--- config.mk ---
export PLATFORM = sky130hd
export DESIGN_NAME = svreal_accum_dump_flat
export DESIGN_NICKNAME = d
export VERILOG_FILES = /design/src/rtl/svreal_accum_dump_if.sv /design/src/rtl/svreal_accum_dump.sv /design/src/flat_wrapper.sv
export SDC_FILE = /design/constraint.sdc
export NUM_CORES = 1
export LEC_CHECK = 0
export ABC_AREA = 1
export CORE_MARGIN = 8
export CORE_UTILIZATION = 57
export CTS_CLUSTER_SIZE = 20
export DETAILED_ROUTE_END_ITERATION = 16
export PLACE_DENSITY_LB_ADDON = 0.2
export SYNTH_ARGS = -nofsm -noshare
export SYNTH_HDL_FRONTEND = slang
export SYNTH_SLANG_ARGS = --single-unit
--- constraint.sdc ---
create_clock -name clk -period 3.05 [get_ports clk]
set_clock_uncertainty 0.05 [all_clocks]
set_input_delay 0.61 -clock clk [delete_from_list [all_inputs] [get_ports clk]]
set_output_delay 0.61 -clock clk [all_outputs]
set_load 0.005 [all_outputs]
--- src/rtl/svreal_accum_dump_if.sv ---
// Stream bundle for the svreal accumulate-and-dump stage: sample input side plus
// result output side, each with its own valid/ready pair.
interface svreal_accum_dump_if #(
  parameter int IN_WIDTH  = 18,
  parameter int OUT_WIDTH = 24,
  parameter int N_SAMPLES = 8
);
  localparam int CW = $clog2(N_SAMPLES + 1);

  logic signed [IN_WIDTH-1:0]  in_value;
  logic                        in_valid;
  logic                        in_ready;
  logic                        flush;
  logic signed [OUT_WIDTH-1:0] out_value;
  logic [CW-1:0]               out_count;
  logic                        out_sat;
  logic                        out_valid;
  logic                        out_ready;

  modport master (
    output in_value, in_valid, flush, out_ready,
    input  in_ready, out_value, out_count, out_sat, out_valid
  );

  modport slave (
    input  in_value, in_valid, flush, out_ready,
    output in_ready, out_value, out_count, out_sat, out_valid
  );
endinterface

--- src/rtl/svreal_accum_dump.sv ---
// Accumulate-and-dump for svreal fixed-point samples: align each sample to the
// output exponent, sum N_SAMPLES with saturation, emit sum/count/sat via valid/ready.
module svreal_accum_dump #(
  parameter int IN_WIDTH  = 18,
  parameter int IN_EXP    = -10,
  parameter int OUT_WIDTH = 24,
  parameter int OUT_EXP   = -10,
  parameter int N_SAMPLES = 8
) (
  input logic             clk,
  input logic             rst_n,
  svreal_accum_dump_if.slave bus
);
  localparam int CW    = $clog2(N_SAMPLES + 1);
  localparam int SHIFT = IN_EXP - OUT_EXP;
  localparam int LSH   = (SHIFT > 0) ? SHIFT : 0;
  localparam int RSH   = (SHIFT < 0) ? -SHIFT : 0;
  localparam int AW    = ((IN_WIDTH + LSH > OUT_WIDTH) ? IN_WIDTH + LSH : OUT_WIDTH) + 1;
  localparam logic signed [OUT_WIDTH-1:0] OMAX = {1'b0, {(OUT_WIDTH-1){1'b1}}};
  localparam logic signed [OUT_WIDTH-1:0] OMIN = {1'b1, {(OUT_WIDTH-1){1'b0}}};

  // Returns {overflow, value}; right shifts are arithmetic so they floor toward -inf.
  function automatic logic [OUT_WIDTH:0] align_sat(input logic signed [IN_WIDTH-1:0] x);
    logic signed [AW-1:0]    w;
    logic [AW-OUT_WIDTH:0]   top;
    w   = {{(AW-IN_WIDTH){x[IN_WIDTH-1]}}, x};
    w   = (w <<< LSH) >>> RSH;
    top = w[AW-1:OUT_WIDTH-1];
    if ((&top) || !(|top)) return {1'b0, w[OUT_WIDTH-1:0]};
    return {1'b1, (w[AW-1] ? OMIN : OMAX)};
  endfunction

  function automatic logic [OUT_WIDTH:0] add_sat(input logic signed [OUT_WIDTH-1:0] a,
                                                 input logic signed [OUT_WIDTH-1:0] b);
    logic signed [OUT_WIDTH:0] s;
    s = {a[OUT_WIDTH-1], a} + {b[OUT_WIDTH-1], b};
    if (s[OUT_WIDTH] == s[OUT_WIDTH-1]) return {1'b0, s[OUT_WIDTH-1:0]};
    return {1'b1, (s[OUT_WIDTH] ? OMIN : OMAX)};
  endfunction

  logic signed [OUT_WIDTH-1:0] acc_p0, acc_nxt, aligned, sum_sat;
  logic [CW-1:0]               cnt_p0, cnt_nxt;
  logic                        sat_p0, sat_nxt, al_ovf, sum_ovf;
  logic signed [OUT_WIDTH-1:0] value_p1;
  logic [CW-1:0]               count_p1;
  logic                        sat_p1, vld_p1;
  logic                        in_ready, accept, dump, out_hs;

  assign in_ready = !vld_p1 || bus.out_ready;
  assign accept   = bus.in_valid && in_ready;
  assign out_hs   = vld_p1 && bus.out_ready;

  assign {al_ovf, aligned}  = align_sat(bus.in_value);
  assign {sum_ovf, sum_sat} = add_sat(acc_p0, aligned);

  always_comb begin
    acc_nxt = acc_p0;
    cnt_nxt = cnt_p0;
    sat_nxt = sat_p0;
    if (accept) begin
      acc_nxt = sum_sat;
      cnt_nxt = cnt_p0 + CW'(1);
      sat_nxt = sat_p0 | al_ovf | sum_ovf;
    end
  end

  // cnt_nxt is nonzero exactly when a partial window exists or a sample lands this cycle
  assign dump = (accept && (cnt_nxt == CW'(N_SAMPLES))) ||
                (bus.flush && in_ready && (cnt_nxt != '0));

  // Stage p0: running window sum
  always_ff @(posedge clk or negedge rst_n) begin
    if (!rst_n) begin
      acc_p0 <= '0;
      cnt_p0 <= '0;
      sat_p0 <= 1'b0;
    end else if (dump) begin
      acc_p0 <= '0;
      cnt_p0 <= '0;
      sat_p0 <= 1'b0;
    end else begin
      acc_p0 <= acc_nxt;
      cnt_p0 <= cnt_nxt;
      sat_p0 <= sat_nxt;
    end
  end

  // Stage p1: held result, only reloaded when the consumer side is free
  always_ff @(posedge clk or negedge rst_n) begin
    if (!rst_n) begin
      value_p1 <= '0;
      count_p1 <= '0;
      sat_p1   <= 1'b0;
      vld_p1   <= 1'b0;
    end else if (dump) begin
      value_p1 <= acc_nxt;
      count_p1 <= cnt_nxt;
      sat_p1   <= sat_nxt;
      vld_p1   <= 1'b1;
    end else if (out_hs) begin
      vld_p1   <= 1'b0;
    end
  end

  assign bus.in_ready  = in_ready;
  assign bus.out_value = value_p1;
  assign bus.out_count = count_p1;
  assign bus.out_sat   = sat_p1;
  assign bus.out_valid = vld_p1;
endmodule

--- src/flat_wrapper.sv ---
// flat-port wrapper written by rule: the top's interface ports become plain ports
module svreal_accum_dump_flat 
#(
  parameter int IN_WIDTH  = 18,
  parameter int IN_EXP    = -10,
  parameter int OUT_WIDTH = 24,
  parameter int OUT_EXP   = -10,
  parameter int N_SAMPLES = 8
)
  (clk, rst_n, bus_in_value, bus_in_valid, bus_flush, bus_out_ready, bus_in_ready, bus_out_value, bus_out_count, bus_out_sat, bus_out_valid);
  svreal_accum_dump_if #(.IN_WIDTH(IN_WIDTH), .OUT_WIDTH(OUT_WIDTH), .N_SAMPLES(N_SAMPLES)) bus_i ();
  input logic clk;
  input logic rst_n;
  input wire logic [$bits(bus_i.in_value)-1:0] bus_in_value;
  input wire logic [$bits(bus_i.in_valid)-1:0] bus_in_valid;
  input wire logic [$bits(bus_i.flush)-1:0] bus_flush;
  input wire logic [$bits(bus_i.out_ready)-1:0] bus_out_ready;
  output wire logic [$bits(bus_i.in_ready)-1:0] bus_in_ready;
  output wire logic [$bits(bus_i.out_value)-1:0] bus_out_value;
  output wire logic [$bits(bus_i.out_count)-1:0] bus_out_count;
  output wire logic [$bits(bus_i.out_sat)-1:0] bus_out_sat;
  output wire logic [$bits(bus_i.out_valid)-1:0] bus_out_valid;
  assign bus_i.in_value = bus_in_value;
  assign bus_i.in_valid = bus_in_valid;
  assign bus_i.flush = bus_flush;
  assign bus_i.out_ready = bus_out_ready;
  assign bus_in_ready = bus_i.in_ready;
  assign bus_out_value = bus_i.out_value;
  assign bus_out_count = bus_i.out_count;
  assign bus_out_sat = bus_i.out_sat;
  assign bus_out_valid = bus_i.out_valid;
  svreal_accum_dump #(.IN_WIDTH(IN_WIDTH), .IN_EXP(IN_EXP), .OUT_WIDTH(OUT_WIDTH), .OUT_EXP(OUT_EXP), .N_SAMPLES(N_SAMPLES)) u_core (.clk(clk), .rst_n(rst_n), .bus(bus_i));
endmodule
==> run_summary.xml, run 1 <==
<?xml version="1.0" encoding="UTF-8"?>
<metrics>
  <group name="worst_setup_path">
    <metric name="slowest_stage" unit="">clkdlybuf4s50_1</metric>
    <metric name="crit_path_cell_trace" unit="">clkdlybuf4s50_1 -&gt; ha_1 -&gt; inv_1 -&gt; fa_2 -&gt; nand3b_1 -&gt; nand2_2 -&gt; nand2_1 -&gt; nand2_2 -&gt; nand2_2 -&gt; nand4_1 -&gt; nand2_1 -&gt; nand2_2 -&gt; buf_12 -&gt; nand3_1 -&gt; nand2_1 -&gt; nand2_1 -&gt; nor2_1</metric>
    <metric name="crit_type" unit="">input port to flop</metric>
    <metric name="timing.critical_path.slowest_cell_delay" unit="ns">0.48</metric>
    <metric name="required" unit="ns">3.26</metric>
    <metric name="timing.critical_path.to_type" unit="">flop</metric>
    <metric name="reg2reg_depth" unit="">16</metric>
    <metric name="cp_data_arrival_time" unit="ns">3.12</metric>
    <metric name="path_max_fanout" unit="">23</metric>
    <metric name="cp-start-kind" unit="">input port</metric>
  </group>
  <group name="grt">
    <metric name="grt_max_degree" unit="">60</metric>
    <metric name="grt_first_pass_wirelength" unit="µm">19980</metric>
    <metric name="global_route.usage.total" unit="%">23.93</metric>
    <metric name="grt-ovfl-total" unit="">0</metric>
    <metric name="grt_antenna_before_repair" unit="">0</metric>
    <metric name="grt_pass1_vias" unit="">4405</metric>
  </group>
  <group name="die">
    <metric name="die-height" unit="µm">102.9</metric>
    <metric name="die_width" unit="µm">102.9</metric>
    <metric name="area_of_the_die" unit="µm²">10580</metric>
    <metric name="core_region_area" unit="µm²">7292</metric>
    <metric name="start_util" unit="%">58.99</metric>
    <metric name="number_of_placement_rows" unit="">31</metric>
    <metric name="floorplan.io_pins" unit="">54</metric>
  </group>
  <group name="drt">
    <metric name="antenna_violating_nets_post_route" unit="">0</metric>
    <metric name="drt-wirelength-per-cell" unit="µm">14.78</metric>
    <metric name="vias" unit="">4261</metric>
    <metric name="detail_route.wirelength" unit="µm">12050</metric>
    <metric name="drtPass1Iterations" unit="">7</metric>
    <metric name="vias_per_cell" unit="">5.228</metric>
    <metric name="drc" unit="">0</metric>
    <metric name="drt_first_iter_violations" unit="">222</metric>
  </group>
  <group name="clocking">
    <metric name="tritoncts" unit="">yes</metric>
    <metric name="cts.sink_count" unit="">59</metric>
    <metric name="clock_insertion_delay_at_the_later_pin_of_the_skew_report" unit="ns">0.34</metric>
    <metric name="post-cts-setup-buffers" unit="">0</metric>
    <metric name="tritoncts.num_buffers" unit="">9</metric>
    <metric name="clock_pin_slew_reported_for_the_worst_setup_and_hold_paths_after_clock_tree_synthesis" unit="ns">0.07</metric>
    <metric name="cts_htree_levels" unit="">3</metric>
    <metric name="clock_path_buffers" unit="">2</metric>
    <metric name="cts.root.buffer_cell" unit="">clkbuf_8</metric>
  </group>
  <group name="sta">
    <metric name="setup_violations" unit="">0</metric>
    <metric name="period_share" unit="%">95.16</metric>
    <metric name="timing.max_slew.rel_slack" unit="%">73.12</metric>
    <metric name="min_period" unit="ns">2.903</metric>
    <metric name="final_critical_path_setup_slack" unit="ns">0.1475</metric>
    <metric name="timing.final.hold_violations" unit="">0</metric>
    <metric name="grt_setup_unrepaired" unit="">no</metric>
    <metric name="max_clock_freq" unit="GHz">0.3445</metric>
    <metric name="worstMarginPinSlew" unit="ns">0.3990</metric>
    <metric name="drv_slew" unit="">0</metric>
  </group>
  <group name="power">
    <metric name="p_int" unit="µW">3331</metric>
    <metric name="p_sw" unit="µW">2834</metric>
    <metric name="lkg_pwr" unit="µW">0.002938</metric>
    <metric name="share_seq_of_total_power" unit="%">22.2</metric>
    <metric name="vdd.ir_drop.worst" unit="V">0.0007490</metric>
    <metric name="ratio_of_total_power_to_cell_area" unit="nW/µm²">1128</metric>
    <metric name="clkPwrFrac" unit="%">10.9</metric>
    <metric name="share_comb_of_total_power" unit="%">66.9</metric>
    <metric name="power.share.switching" unit="%">45.97</metric>
  </group>
  <group name="finish">
    <metric name="final-instance-count-excl-fill" unit="">815</metric>
    <metric name="layout-area-overhead-vs-synth" unit="%">27.05</metric>
    <metric name="most_used_cells_in_the_layout_excluding_fill_and_tap_cells" unit="">nand2_1, inv_1, dfrtp_1</metric>
    <metric name="nets" unit="">761</metric>
    <metric name="layout.cell_area.non_filler" unit="µm²">5465</metric>
    <metric name="mostFrequentLayoutCell" unit="">nand2_1</metric>
    <metric name="diodes" unit="">0</metric>
    <metric name="post_route_cells_drive_above_1_share" unit="%">19.41</metric>
  </group>
  <group name="yosys">
    <metric name="synth.top_cells.by_area" unit="">dfrtp_1, nand2_1, ha_1</metric>
    <metric name="synth.distinct_cells" unit="">31</metric>
    <metric name="yosysTopAreaCell" unit="">dfrtp_1</metric>
    <metric name="synth_top_cell_area_share" unit="%">34.32</metric>
    <metric name="synth.ff_latch_count" unit="">59</metric>
    <metric name="synth.yosys.warnings" unit="">0</metric>
    <metric name="post_synth_inst_count" unit="">613</metric>
    <metric name="syn_area" unit="µm²">4302</metric>
    <metric name="net_count_of_the_mapped_netlist" unit="">662</metric>
    <metric name="synthesis.area_per_instance" unit="µm²">7.017</metric>
    <metric name="yosysSeqAreaShare" unit="%">34.32</metric>
  </group>
  <group name="placement">
    <metric name="placedInstanceArea" unit="µm²">5278</metric>
    <metric name="placement.setup.worst_slack" unit="ns">-0.2249</metric>
    <metric name="numPlacedInstances" unit="">800</metric>
    <metric name="io_buffer_count" unit="">53</metric>
    <metric name="dp_hpwl" unit="µm">9025</metric>
    <metric name="gpl.final_weighted_congestion" unit="">0.9023</metric>
  </group>
  <group name="job">
    <metric name="cap_viol_max_count" unit="">0</metric>
  </group>
  <group name="hold_path">
    <metric name="hold_path.class" unit="">input port to asynchronous set/reset pin</metric>
  </group>
  <group name="status">
    <metric name="run_status" unit="">finished clean</metric>
  </group>
</metrics>
[flip-flops by register name, summed over array words and instances (netlist names)]
register and count:
u_core.cnt_p0 4, u_core.sat_p0 1, u_core.bus.out_sat 1, u_core.bus.out_value 24
u_core.acc_p0 24, u_core.bus.out_valid 1, u_core.bus.out_count 4
[metal layers]
metal	GRT usage, %	vias to the layer above	share of wire (%)
li1	-	2127	-
met1	28.88	2007	45
met2	41.71	108	48
met3	4.727	19	4.9
met4	7.786	0	1.7
met5	0	-	0
[timing repair]
action,4_1_cts,5_1_grt
resized for setup,0,3
endpoints found under the setup margin,0,39
hold buffers,0,0
[power groups by stage]
stage | logic, µW | clock network, µW | registers, µW
floorplan | 2590 | 0 | 1340
global placement | 3930 | 0 | 1360
detailed placement | 4070 | 0 | 1380
CTS | 4110 | 685 | 1370
global route | 4580 | 710 | 1410
finish | 4120 | 673 | 1370
[path summary, 6_finish.rpt]
kind                                                      from                                   to  slack [ns]
max in group asynchronous                                rst_n          u_core.acc_p0[13]$_DFF_PN0_        2.44
setup reg to reg                    u_core.acc_p0[0]$_DFF_PN0_          u_core.acc_p0[17]$_DFF_PN0_        0.57
min in group clk           u_core.bus.out_value[7]$_DFFE_PN0P_  u_core.bus.out_value[7]$_DFFE_PN0P_        0.43
hold / removal                                           rst_n           u_core.acc_p0[8]$_DFF_PN0_        0.21
hold reg to reg            u_core.bus.out_value[7]$_DFFE_PN0P_  u_core.bus.out_value[7]$_DFFE_PN0P_        0.43
setup / recovery                               bus_in_value[0]          u_core.acc_p0[17]$_DFF_PN0_        0.15
[critical path: cells and delay by family]
kind                       cells  cell delay (ns)
adders and majority gates      2             0.54
and+or+nand+nor               12             1.22
buffers and inverters          3             0.73
[metrics by stage]
| step | setup TNS (ns) | util [%] | total power [µW] | hold WS, ns |
|---|---|---|---|---|
| after floorplan | 0 | - | 3926 | 0.2644 |
| after CTS | 0 | 74.83 | 6159 | 0.2287 |
| after global routing | 0 | 74.95 | 6698 | 0.2524 |
| after detailed placement | -7.100 | 72.37 | 5442 | 0.4152 |
| after global placement | -3.928 | 72.37 | 5287 | 0.4118 |
| final | 0 | 74.95 | 6165 | 0.2103 |
[logic make-up after synthesis]
logic type,count (synthesis),share of synthesized area (%)
AO/OA/AOI/OAI,47,5.963
flip-flops,59,34.32
XOR/XNOR,18,3.839
buffers and inverters,77,7.970
adder cells (fa/ha/maj),26,7.737
AND/OR/NAND/NOR,386,40.17
[cell type report]
cell class                      instances  area [µm²]
Multi-Input combinational cell        477        2491
Fill cell                             615        1827
Sequential cell                        59        1476
Timing Repair Buffer                  102       955.9
Inverter                               63       239.0
Clock buffer                           13       168.9
Tap cell                               99       123.9
Clock inverter                          2       10.01
[cell usage after synthesis, drive strengths merged]
master / instances
nand3b: 2
fa: 1
xnor2: 5
dfrtp: 59
buf: 12
or2: 22
a21oi: 27
ha: 25
a31oi: 1
xor2: 13
nand2: 242
nor3: 7
nand3: 42
nor2: 57
nand4: 14
inv: 63
o21ai: 14
clkbuf: 2
o21bai: 5
Note: power is estimated with default switching activity, not from simulation.
==> run 2: changes to the inputs <==
--- a/config.mk
+++ b/config.mk
@@ -6,10 +6,12 @@
 export NUM_CORES = 1
 export LEC_CHECK = 0
 export ABC_AREA = 1
+export ABC_CLOCK_PERIOD_IN_PS = 3050
 export CORE_MARGIN = 8
 export CORE_UTILIZATION = 57
 export CTS_CLUSTER_SIZE = 20
 export DETAILED_ROUTE_END_ITERATION = 16
+export HOLD_SLACK_MARGIN = 0.03
 export PLACE_DENSITY_LB_ADDON = 0.2
 export SYNTH_ARGS = -nofsm -noshare
 export SYNTH_HDL_FRONTEND = slang
==> results of run 2 <==
The final DEF is identical to that of run 1; final timing and power are the same.
==> run 3: changes to the inputs <==
--- a/config.mk
+++ b/config.mk
@@ -7,8 +7,9 @@
 export LEC_CHECK = 0
 export ABC_AREA = 1
 export ABC_CLOCK_PERIOD_IN_PS = 3050
+export CORE_ASPECT_RATIO = 0.7
 export CORE_MARGIN = 8
-export CORE_UTILIZATION = 57
+export CORE_UTILIZATION = 55
 export CTS_CLUSTER_SIZE = 20
 export DETAILED_ROUTE_END_ITERATION = 16
 export HOLD_SLACK_MARGIN = 0.03
==> run_summary.xml, run 3 (same netlist as run 1, synthesis figures left out) <==
<?xml version="1.0" encoding="UTF-8"?>
<metrics>
  <group name="status">
    <metric name="run_status" unit="">finished clean</metric>
  </group>
  <group name="die">
    <metric name="core_region_area" unit="µm²">7736</metric>
    <metric name="number_of_placement_rows" unit="">27</metric>
    <metric name="floorplan.io_pins" unit="">54</metric>
    <metric name="start_util" unit="%">55.60</metric>
    <metric name="area_of_the_die" unit="µm²">10950</metric>
    <metric name="die-height" unit="µm">89.99</metric>
    <metric name="die_width" unit="µm">121.7</metric>
  </group>
  <group name="clocking">
    <metric name="cts.sink_count" unit="">59</metric>
    <metric name="cts.root.buffer_cell" unit="">clkbuf_8</metric>
    <metric name="tritoncts.num_buffers" unit="">9</metric>
    <metric name="post-cts-setup-buffers" unit="">0</metric>
    <metric name="clock_insertion_delay_at_the_later_pin_of_the_skew_report" unit="ns">0.35</metric>
    <metric name="tritoncts" unit="">yes</metric>
    <metric name="clock_path_buffers" unit="">2</metric>
    <metric name="cts_htree_levels" unit="">3</metric>
    <metric name="clock_pin_slew_reported_for_the_worst_setup_and_hold_paths_after_clock_tree_synthesis" unit="ns">0.07</metric>
  </group>
  <group name="finish">
    <metric name="n_fill_cell" unit="">669</metric>
    <metric name="nets" unit="">763</metric>
    <metric name="layout-area-overhead-vs-synth" unit="%">28.80</metric>
    <metric name="post_route_cells_drive_above_1_share" unit="%">20.31</metric>
    <metric name="diodes" unit="">0</metric>
    <metric name="post-route-util" unit="%">71.62</metric>
    <metric name="mostFrequentLayoutCell" unit="">nand2_1</metric>
    <metric name="most_used_cells_in_the_layout_excluding_fill_and_tap_cells" unit="">nand2_1, inv_1, dfrtp_1</metric>
  </group>
  <group name="sta">
    <metric name="timing.final.hold_violations" unit="">0</metric>
    <metric name="grt_setup_unrepaired" unit="">no</metric>
    <metric name="timing.max_slew.rel_slack" unit="%">47.53</metric>
    <metric name="max_clock_freq" unit="GHz">0.3565</metric>
    <metric name="setup_tns" unit="ns">0</metric>
    <metric name="setup_violations" unit="">0</metric>
    <metric name="worstMarginPinSlew" unit="ns">0.7870</metric>
    <metric name="min_period" unit="ns">2.805</metric>
    <metric name="drv_slew" unit="">0</metric>
    <metric name="period_share" unit="%">91.97</metric>
  </group>
  <group name="worst_setup_path">
    <metric name="worst_path_dominant_cell_family" unit="">simple AND/OR/NAND/NOR gates</metric>
    <metric name="required" unit="ns">3.24</metric>
    <metric name="crit_path_cell_trace" unit="">clkdlybuf4s50_1 -&gt; ha_1 -&gt; inv_1 -&gt; fa_2 -&gt; nand3b_1 -&gt; nand2_1 -&gt; buf_4 -&gt; nand2_1 -&gt; nand3_1 -&gt; nand2_1 -&gt; nand2_1 -&gt; nand2_1 -&gt; nand2_1 -&gt; nand2_1 -&gt; nand3_1 -&gt; nand2_2 -&gt; nand3_1 -&gt; nand2_1</metric>
    <metric name="cp-start-kind" unit="">input port</metric>
    <metric name="slowest_stage" unit="">clkdlybuf4s50_1</metric>
    <metric name="crit_type" unit="">input port to flop</metric>
    <metric name="timing.critical_path.to_type" unit="">flop</metric>
    <metric name="timing.critical_path.mode_cell" unit="">nand2_1</metric>
    <metric name="cp_data_arrival_time" unit="ns">2.99</metric>
    <metric name="timing.critical_path.slowest_cell_delay" unit="ns">0.47</metric>
    <metric name="cp_num_buf_inv" unit="">3</metric>
    <metric name="path_max_fanout" unit="">4</metric>
  </group>
  <group name="grt">
    <metric name="grt_first_pass_wirelength" unit="µm">19380</metric>
    <metric name="global_route.usage.total" unit="%">21.95</metric>
    <metric name="grt-ovfl-total" unit="">0</metric>
    <metric name="grt_max_degree" unit="">60</metric>
    <metric name="grt_antenna_before_repair" unit="">0</metric>
    <metric name="grt_pass1_vias" unit="">4013</metric>
  </group>
  <group name="power">
    <metric name="ratio_of_total_power_to_cell_area" unit="nW/µm²">1152</metric>
    <metric name="lkg_pwr" unit="µW">0.002966</metric>
    <metric name="finalPower" unit="µW">6380</metric>
    <metric name="vdd.ir_drop.worst" unit="V">0.0006194</metric>
  </group>
  <group name="placement">
    <metric name="dp_hpwl" unit="µm">8917</metric>
    <metric name="io_buffer_count" unit="">53</metric>
    <metric name="gpl.final_weighted_congestion" unit="">0.9107</metric>
  </group>
  <group name="hold_path">
    <metric name="hold_path.class" unit="">input port to asynchronous set/reset pin</metric>
  </group>
  <group name="drt">
    <metric name="drc" unit="">0</metric>
    <metric name="vias_per_cell" unit="">5.099</metric>
    <metric name="drt_first_iter_violations" unit="">327</metric>
    <metric name="detail_route.wirelength" unit="µm">11670</metric>
    <metric name="drtPass1Iterations" unit="">4</metric>
    <metric name="drt-wirelength-per-cell" unit="µm">14.23</metric>
    <metric name="antenna_violating_nets_post_route" unit="">0</metric>
    <metric name="vias" unit="">4181</metric>
  </group>
  <group name="job">
    <metric name="cap_viol_max_count" unit="">0</metric>
  </group>
</metrics>
run 3: cell count changes in the layout (fill, tap and decap cells not counted), sizes merged:
cell,before,now
dlymetal6s2s,0,1
buf,50,52
bufinv,0,3
clkdlybuf4s50,52,51
clkbuf,13,11
run 3: worst paths after layout:
kind / startpoint / end / slack [ns] / cells after the start
hold reg to reg: u_core.bus.out_value[9]$_DFFE_PN0P_ / u_core.bus.out_value[9]$_DFFE_PN0P_ / 0.43 / 2
max in group asynchronous: rst_n / u_core.acc_p0[19]$_DFF_PN0_ / 2.05 / 2
hold / removal: rst_n / u_core.bus.out_value[11]$_DFFE_PN0P_ / 0.36 / 2
setup reg to reg: u_core.acc_p0[0]$_DFF_PN0_ / u_core.bus.out_value[18]$_DFFE_PN0P_ / 0.61 / 17
setup / recovery: bus_in_value[0] / u_core.bus.out_value[18]$_DFFE_PN0P_ / 0.25 / 18
min in group clk: u_core.bus.out_value[9]$_DFFE_PN0P_ / u_core.bus.out_value[9]$_DFFE_PN0P_ / 0.43 / 2
run 3: timing repair:
| action | in CTS | in global routing |
|---|---|---|
| hold buffers | 0 | 0 |
| resized for setup | 0 | 8 |
| hold endpoints to repair | 0 | 0 |
| endpoints found under the setup margin | 0 | 13 |
run 3: stage by stage:
stage | setup WS, ns | std cells | cell area [µm²] | hold slack [ns]
floorplan | 0.4758 | 613 | 4302 | 0.2644
global placement | -0.1411 | 804 | 5258 | 0.4114
global route | 0.04094 | 820 | 5540 | 0.4248
finish | 0.2450 | 820 | 5540 | 0.3632
detailed placement | -0.1713 | 804 | 5258 | 0.4152
CTS | 0.1941 | 820 | 5499 | 0.3958
run 3: final cells by class:
| class | count | area [µm²] | area share, % |
|---|---|---|---|
| Multi-Input combinational cell | 477 | 2521 | 45.51 |
| Sequential cell | 59 | 1476 | 26.65 |
| Timing Repair Buffer | 104 | 935.9 | 16.89 |
| Clock buffer | 11 | 141.4 | 2.552 |
| Tap cell | 101 | 126.4 | 2.281 |
| Inverter | 63 | 239.0 | 4.313 |
| Clock inverter | 5 | 100.1 | 1.807 |
run 3: routing by layer:
metal	wire, µm	part of all wire (%)	up-vias	track usage [%]
met1	5691	49	1919	30.62
met3	707	6.1	17	4.809
met2	5063	43	112	32.91
li1	-	-	2133	-
met5	0	0	-	0
met4	202	1.7	0	6.755
run 3: power breakdown:
part	internal [µW]	total (µW)	switching, µW	leakage, µW
clock network	563	896	333	0.000123
logic	1850	4110	2270	0.00210
registers	1150	1370	218	0.000739
total	3560	6380	2820	0.00297
run 3: worst reg2reg max path: cells and delay by family (launching register included):
kind                       cells  cell delay, ns
DFF                            1            0.36
buffers and inverters          2            0.21
adders and majority gates      2            0.51
and+or+nand+nor               13            1.20
